<file path="config.mk">
export PLATFORM = sky130hd
export DESIGN_NAME = decoder_3to8_seq_flat
export DESIGN_NICKNAME = d
export VERILOG_FILES = /design/src/rtl/decoder_3to8_seq_if.sv /design/src/rtl/decoder_3to8_seq.sv /design/src/flat_wrapper.sv
export SDC_FILE = /design/constraint.sdc
export NUM_CORES = 1
export LEC_CHECK = 0
export ABC_CLOCK_PERIOD_IN_PS = 2700
export CELL_PAD_IN_SITES_DETAIL_PLACEMENT = 0
export CELL_PAD_IN_SITES_GLOBAL_PLACEMENT = 1
export CORE_UTILIZATION = 30
export CTS_CLUSTER_DIAMETER = 200
export DETAILED_ROUTE_END_ITERATION = 8
export PLACE_DENSITY = 0.61
export SYNTH_ARGS = -nofsm -noshare
export SYNTH_HDL_FRONTEND = slang
export SYNTH_SLANG_ARGS = --single-unit
</file>
<file path="constraint.sdc">
create_clock -name clk -period 2.7 [get_ports clk]
set_clock_uncertainty 0.2 [all_clocks]
set_input_delay 0.54 -clock clk [delete_from_list [all_inputs] [get_ports clk]]
set_output_delay 0.54 -clock clk [all_outputs]
set_load 0.01 [all_outputs]
</file>
<file path="src/rtl/decoder_3to8_seq_if.sv">
// rtl/decoder_3to8_seq_if.sv - handshake/status bundle for decoder_3to8_seq
// par exists only when DECODER_PARITY_EN is defined.
interface decoder_3to8_seq_if;
  logic        E;
  logic [2:0]  A;
  logic        in_valid;
  logic        in_ready;
  logic [7:0]  Y;
  logic        y_valid;
  logic        busy;
  logic [15:0] count;
  logic        err;
`ifdef DECODER_PARITY_EN
  logic        par;
`endif

  modport master (
`ifdef DECODER_PARITY_EN
    output par,
`endif
    output E, A, in_valid,
    input  in_ready, Y, y_valid, busy, count, err
  );

  modport slave (
`ifdef DECODER_PARITY_EN
    input  par,
`endif
    input  E, A, in_valid,
    output in_ready, Y, y_valid, busy, count, err
  );
endinterface

</file>
<file path="src/rtl/decoder_3to8_seq.sv">
// rtl/decoder_3to8_seq.sv - sequenced 3-to-8 decoder: hold one-hot output, then idle gap
// Optional even-parity check on A enabled by DECODER_PARITY_EN.
module decoder_3to8_seq #(
  parameter int HOLD_CYCLES = 4,
  parameter int GAP_CYCLES  = 1
) (
  input logic               clk,
  input logic               rst_n,
  decoder_3to8_seq_if.slave bus
);

  typedef enum logic [1:0] {IDLE, HOLD, GAP} state_t;

  // HOLD_CYCLES of 0 is treated as 1, so both load a zero counter.
  localparam logic [7:0] HOLD_LOAD = (HOLD_CYCLES <= 1) ? 8'd0 : 8'(HOLD_CYCLES - 1);
  localparam logic [7:0] GAP_LOAD  = (GAP_CYCLES  <= 1) ? 8'd0 : 8'(GAP_CYCLES - 1);
  localparam bit         HAS_GAP   = (GAP_CYCLES > 0);

  state_t      state;
  logic [7:0]  hold_cnt;
  logic [7:0]  gap_cnt;
  logic [7:0]  y_q;
  logic        y_valid_q;
  logic [15:0] cnt_q;
  logic        accept;
  logic        parity_ok;

  assign bus.in_ready = rst_n && bus.E && (state == IDLE);
  assign accept       = bus.in_valid && bus.in_ready;

`ifdef DECODER_PARITY_EN
  logic err_q;
  assign parity_ok = ~^{bus.A, bus.par};
  assign bus.err   = err_q;
`else
  assign parity_ok = 1'b1;
  assign bus.err   = 1'b0;
`endif

  always_ff @(posedge clk) begin
    if (!rst_n) begin
      state     <= IDLE;
      hold_cnt  <= 8'd0;
      gap_cnt   <= 8'd0;
      y_q       <= 8'd0;
      y_valid_q <= 1'b0;
      cnt_q     <= 16'd0;
`ifdef DECODER_PARITY_EN
      err_q     <= 1'b0;
`endif
    end else begin
`ifdef DECODER_PARITY_EN
      err_q <= 1'b0;
`endif
      case (state)
        IDLE: begin
          if (accept) begin
            if (parity_ok) begin
              y_q       <= 8'd1 << bus.A;
              y_valid_q <= 1'b1;
              hold_cnt  <= HOLD_LOAD;
              cnt_q     <= cnt_q + 16'd1;
              state     <= HOLD;
            end else begin
`ifdef DECODER_PARITY_EN
              // Handshake completes but the code is dropped.
              err_q <= 1'b1;
`endif
            end
          end
        end
        HOLD: begin
          if (!bus.E) begin
            y_q       <= 8'd0;
            y_valid_q <= 1'b0;
            state     <= IDLE;
          end else if (hold_cnt == 8'd0) begin
            y_q       <= 8'd0;
            y_valid_q <= 1'b0;
            if (HAS_GAP) begin
              gap_cnt <= GAP_LOAD;
              state   <= GAP;
            end else begin
              state   <= IDLE;
            end
          end else begin
            hold_cnt <= hold_cnt - 8'd1;
          end
        end
        GAP: begin
          if (!bus.E || gap_cnt == 8'd0) begin
            state <= IDLE;
          end else begin
            gap_cnt <= gap_cnt - 8'd1;
          end
        end
        default: begin
          state     <= IDLE;
          y_q       <= 8'd0;
          y_valid_q <= 1'b0;
        end
      endcase
    end
  end

  assign bus.Y       = y_q;
  assign bus.y_valid = y_valid_q;
  assign bus.busy    = (state != IDLE);
  assign bus.count   = cnt_q;

endmodule

</file>
<file path="src/flat_wrapper.sv">
// flat-port wrapper written by rule: the top's interface ports become plain ports
module decoder_3to8_seq_flat 
#(
  parameter int HOLD_CYCLES = 4,
  parameter int GAP_CYCLES  = 1
)
  (clk, rst_n, bus_E, bus_A, bus_in_valid, bus_in_ready, bus_Y, bus_y_valid, bus_busy, bus_count, bus_err);
  decoder_3to8_seq_if bus_i ();
  input logic clk;
  input logic rst_n;
  input wire logic [$bits(bus_i.E)-1:0] bus_E;
  input wire logic [$bits(bus_i.A)-1:0] bus_A;
  input wire logic [$bits(bus_i.in_valid)-1:0] bus_in_valid;
  output wire logic [$bits(bus_i.in_ready)-1:0] bus_in_ready;
  output wire logic [$bits(bus_i.Y)-1:0] bus_Y;
  output wire logic [$bits(bus_i.y_valid)-1:0] bus_y_valid;
  output wire logic [$bits(bus_i.busy)-1:0] bus_busy;
  output wire logic [$bits(bus_i.count)-1:0] bus_count;
  output wire logic [$bits(bus_i.err)-1:0] bus_err;
  assign bus_i.E = bus_E;
  assign bus_i.A = bus_A;
  assign bus_i.in_valid = bus_in_valid;
  assign bus_in_ready = bus_i.in_ready;
  assign bus_Y = bus_i.Y;
  assign bus_y_valid = bus_i.y_valid;
  assign bus_busy = bus_i.busy;
  assign bus_count = bus_i.count;
  assign bus_err = bus_i.err;
  decoder_3to8_seq #(.HOLD_CYCLES(HOLD_CYCLES), .GAP_CYCLES(GAP_CYCLES)) u_core (.clk(clk), .rst_n(rst_n), .bus(bus_i));
endmodule
</file>
Word level (Yosys, flattened, before mapping)
Cells that the tools add are included.
{"block": "totals", "reg_bits": 43, "output_inout_bits": 28, "wordCells": 56}
{"block": "op_classes", "add_sub_neg": 3, "eq_ne": 9, "shifts": 1, "muxes": 20, "bitwise_logic": 1, "n_reduce_logical": 16}
{"op": "two-way mux 8 bit", "count": 8}
{"op": "one-hot mux 8 bit (2 select lines)", "count": 2}
{"op": "one-hot mux 8 bit (3 select lines)", "count": 1}
{"op": "adder 16 x 1 -> 16 bit (second input constant)", "count": 1}
{"op": "zero test 8 bit", "count": 2}
{"op": "subtractor 8 x 1 -> 8 bit (second input constant)", "count": 2}
{"op": "two-way mux 2 bit", "count": 4}
{"op": "AND reduction 4 bit", "count": 2}
{"op": "left shift 1 x 3 -> 8 bit (first input constant)", "count": 1}
{"op": "inequality test 2 x 1 -> 1 bit (second input constant)", "count": 3}
{"op": "inequality test 2 bit (second input constant)", "count": 3}
{"op": "one-hot mux 2 bit (3 select lines)", "count": 1}
{"op": "AND reduction 3 bit", "count": 2}
{"op": "nonzero test 2 bit", "count": 3}
{"op": "logical AND 1 bit", "count": 3}
{"op": "two-way mux 1 bit", "count": 3}
{"op": "inequality test 3 x 2 -> 1 bit (second input constant)", "count": 1}
{"op": "one-hot mux 1 bit (3 select lines)", "count": 1}
{"op": "equality test 2 x 1 -> 1 bit (second input constant)", "count": 1}
{"op": "equality test 2 bit (second input constant)", "count": 1}
{"op": "zero test 2 bit", "count": 1}
{"op": "AND reduction 2 bit", "count": 1}
{"op": "zero test 1 bit", "count": 1}
{"op": "logical OR 1 bit", "count": 1}
{"op": "NOT 1 bit", "count": 1}

Depth between registers and ports, before layout
{"block": "depth", "word_depth": 5, "mapped_depth": 7, "mapped_depth_nobuf": 6}

Worst setup path before layout
Ideal clock, no wire load.
{"block": "synth_path", "path_kind": "input -> register", "startpoint": "input rst_n", "endpoint": "register u_core.cnt_q[14] (netlist: u_core.bus.count[14])", "setup_time_ps": 71, "arrival_time_ps": 1818, "t_required_ps": 2429, "path_slack_ps": 611, "path_stages": 7, "path_buffers": 3, "path_cell_list": "buf_2 and4bb_1 buf_4 nand4_2 buf_6 or4_1 a21oi_1"}
{"block": "synth_via", "elab_chain_cells": 4}
{"item": "start: declaration", "line_no": "flat_wrapper.sv:10", "rtl": "input logic rst_n;"}
{"item": "logical AND 1 bit (2 in a row)", "line_no": "decoder_3to8_seq.sv:28", "rtl": "assign bus.in_ready = rst_n && bus.E && (state == IDLE);"}
{"item": "via bus_in_ready", "line_no": "flat_wrapper.sv:14", "rtl": "output wire logic [$bits(bus_i.in_ready)-1:0] bus_in_ready;"}
{"item": "logical AND 1 bit", "line_no": "decoder_3to8_seq.sv:29", "rtl": "assign accept = bus.in_valid && bus.in_ready;"}
{"item": "AND reduction 2 bit (no line)"}
{"item": "end signal: assignment", "line_no": "decoder_3to8_seq.sv:62", "rtl": "cnt_q <= cnt_q + 16'd1;"}
{"item": "end: declaration", "line_no": "decoder_3to8_seq.sv:24", "rtl": "logic [15:0] cnt_q;"}
The timed path passes the listed nets, and every way through them passes these cells.
A chain may end at the register's enable or synchronous reset.

Worst setup path in the final report
{"block": "layout_path", "startpoint": "input bus_E", "endpoint": "output bus_in_ready"}
{"block": "layout_via", "elab_chain_cells": 2}
{"item": "start: declaration", "line_no": "flat_wrapper.sv:11", "rtl": "input wire logic [$bits(bus_i.E)-1:0] bus_E;"}
{"item": "logical AND 1 bit (2 in a row)", "line_no": "decoder_3to8_seq.sv:28"}
{"item": "end: declaration", "line_no": "flat_wrapper.sv:14"}
Every way passes these cells.

==> flow_summary.json <==
{
  "layout_common_cells": "dfxtp_1 (43), clkdlybuf4s50_1 (33), nand2_1 (18)",
  "layout-drive-gt1-share_pct": 11.6,
  "die_h_um": 86.6,
  "synth-seq-cells": 43,
  "cts_resized": 0,
  "drtAntennaViolNets": 0,
  "grt_pass1_wl_mm": 8.53,
  "place_congestion": 0.731,
  "chipWidth_um": 86.6,
  "io_buffers": 33,
  "status": "finished clean",
  "synth_nets": 250,
  "top_level_ports": 35,
  "syn_inst": 238,
  "start_kind": "primary input",
  "syn_to_final_growth_pct": 25.4,
  "hold_class": "flop to flop",
  "synth_edf_count": 0,
  "via_per_inst": 5.04,
  "hp-start": "u_core.bus.y_valid",
  "core_um2": 6830,
  "yosys_warnings": 0,
  "reg2reg_from": "u_core.gap_cnt[0]",
  "vias": 1868,
  "crit_type": "primary input to output pin",
  "grt_pass1_vias": 1742,
  "drt-initial-drc-count": 54,
  "wl_met2_mm": 2.31,
  "wl_per_cell_um": 13.6,
  "clock-sinks": 43,
  "grt_use_total_pct": 14.6,
  "layout_commonest_cell": "dfxtp_1",
  "vdd_ir_drop_max_mv": 0.243,
  "hold_viol": 0,
  "fmax_mhz": 380,
  "avgSynthCellArea_um2": 9.01,
  "overflow": 0,
  "tightest_slew_ns": 0.525,
  "setup_viol": 0,
  "clk_pin_slew_worst_paths_ns": 0.09,
  "required_ns": 1.96,
  "clk_latency_ns": 0.30,
  "slew-limit-headroom_pct": 64.7,
  "holdPathEnd": "u_core.bus.y_valid",
  "rows": 30,
  "synth_ff_type": "dfxtp_1",
  "cts_root_buffer": "clkbuf_8",
  "synthArstFlopShare_pct": 0,
  "synth_area_leaders": "dfxtp_1 (40%), nand2_1 (3.2%), ha_1 (2.9%)",
  "die_area_um2": 7490,
  "met3_length_um": 110,
  "critPathLaunch": "bus_E",
  "met1_length_mm": 2.56,
  "tns_ns": 0,
  "cp.arrival_ns": 1.89,
  "reg2regPathDepth": 6,
  "diodes": 0,
  "finalCriticalPeriod_ns": 2.63,
  "yosysUniqueCellTypes": 58,
  "cellLeakagePower_nw": 0.932,
  "wirelength_mm": 5.06,
  "grt_max_degree": 20,
  "seq_area_frac_synth_pct": 40.1,
  "totalPowerFinal_mw": 1.23,
  "worst-path-max-fanout": 3,
  "ctsHoldBuffers": 0,
  "antenna_found_initial": 0,
  "drc_errors": 0,
  "drv_cap": 0,
  "final_nets": 286,
  "postCtsSetupRepairBufs": 0,
  "numCtsBuffers": 5,
  "r2r_end": "u_core.gap_cnt[4]",
  "reg2reg_slack_ns": 0.50,
  "p_per_area_nw_per_um2": 458,
  "clockBufferDepth": 2,
  "start_util_pct": 31.4,
  "cp-end-kind": "output pin",
  "syn_area_um2": 2140,
  "report.final.slew_viol_count": 0,
  "post-dp-hpwl_mm": 3.69,
  "synth_area_leader_cell": "dfxtp_1",
  "synth_top_area_share_pct": 40.1,
  "fin_crit_sh_pct": 97.5,
  "rsz0062_at_grt": "no",
  "firstDrtPassIters": 4,
  "cts_max_level": 2,
  "highest_layer": "met4",
  "hold_depth": 1,
  "tritoncts": "yes"
}
worst max-delay path by stage:
stage                                 endpoint  slack (ns)  depth (start not counted)
after CTS                         bus_in_ready        0.05                          3
final                             bus_in_ready        0.07                          3
after detailed placement          bus_in_ready        0.05                          3
after floorplan           u_core.bus.count[14]        0.61                          7
after global routing              bus_in_ready        0.01                          3
after global placement            bus_in_ready        0.06                          3
layer usage:
layer	global-route usage, %	up-vias
met5	0	-
met4	5.76	0
met3	3.71	9
met2	23.6	18
met1	18.7	874
li1	-	967
registers in the layout (all words and copies together) (netlist names):
register            count
u_core.state            2
u_core.bus.y_valid      1
u_core.gap_cnt          8
u_core.bus.count       16
u_core.hold_cnt         8
u_core.bus.Y            8
where the power goes:
| part | switching, mW | total [mW] | leakage (nW) | internal (mW) |
|---|---|---|---|---|
| sequential | 0.0129 | 0.659 | 0.348 | 0.646 |
| clock | 0.237 | 0.446 | 0.0474 | 0.209 |
| combinational | 0.0702 | 0.126 | 0.537 | 0.0560 |
cell families (layout without fill, tap and decap cells):
group,after synthesis,count (layout),synth area share (%)
and+or+nand+nor,92,92,25.6
AOI/OAI and AO/OA,61,61,21.4
DFF,43,43,40.1
muxes,5,5,2.33
buffers and inverters,26,63,5.43
xor gates and xnor gates,5,5,2.04
adders and majority gates,5,5,2.92
other,1,1,0.175
critical path, stage by stage:
cell             delay (ns)
clkdlybuf4s50_1        0.48
and4bb_1               0.30
clkdlybuf4s50_1        0.57
layout make-up:
class	instances	area, um^2
Clock inverter	2	16.3
Timing Repair Buffer	41	390
Sequential cell	43	861
Fill cell	732	4140
Inverter	14	52.6
Clock buffer	6	82.6
Tap cell	96	120
Multi-Input combinational cell	169	1170
stage by stage:
step / cell area (um^2) / hold WS [ns] / utilization [%] / worst slack (ns) / cells
global route: 2690 / 0.286 / 39.4 / 0.0119 / 371
CTS: 2690 / 0.271 / 39.4 / 0.0475 / 371
floorplan: 2140 / 0.244 / - / 0.611 / 238
finish: 2690 / 0.266 / 39.4 / 0.0688 / 371
global placement: 2590 / 0.239 / 37.9 / 0.0556 / 363
detailed placement: 2590 / 0.243 / 37.9 / 0.0481 / 363
Yosys cell counts (5+ instances only):
| master | instances |
|---|---|
| nand2b_1 | 7 |
| nor3_1 | 9 |
| nor2_1 | 12 |
| mux2i_1 | 5 |
| o21ai_0 | 5 |
| o31ai_1 | 6 |
| nand4_1 | 5 |
| o2bb2ai_1 | 7 |
| dfxtp_1 | 43 |
| inv_1 | 14 |
| nand2_1 | 18 |
| clkbuf_1 | 5 |
| ha_1 | 5 |
| nand3_1 | 6 |
| a21oi_1 | 12 |
| or4_1 | 6 |
(Power assumes the default switching activity.)
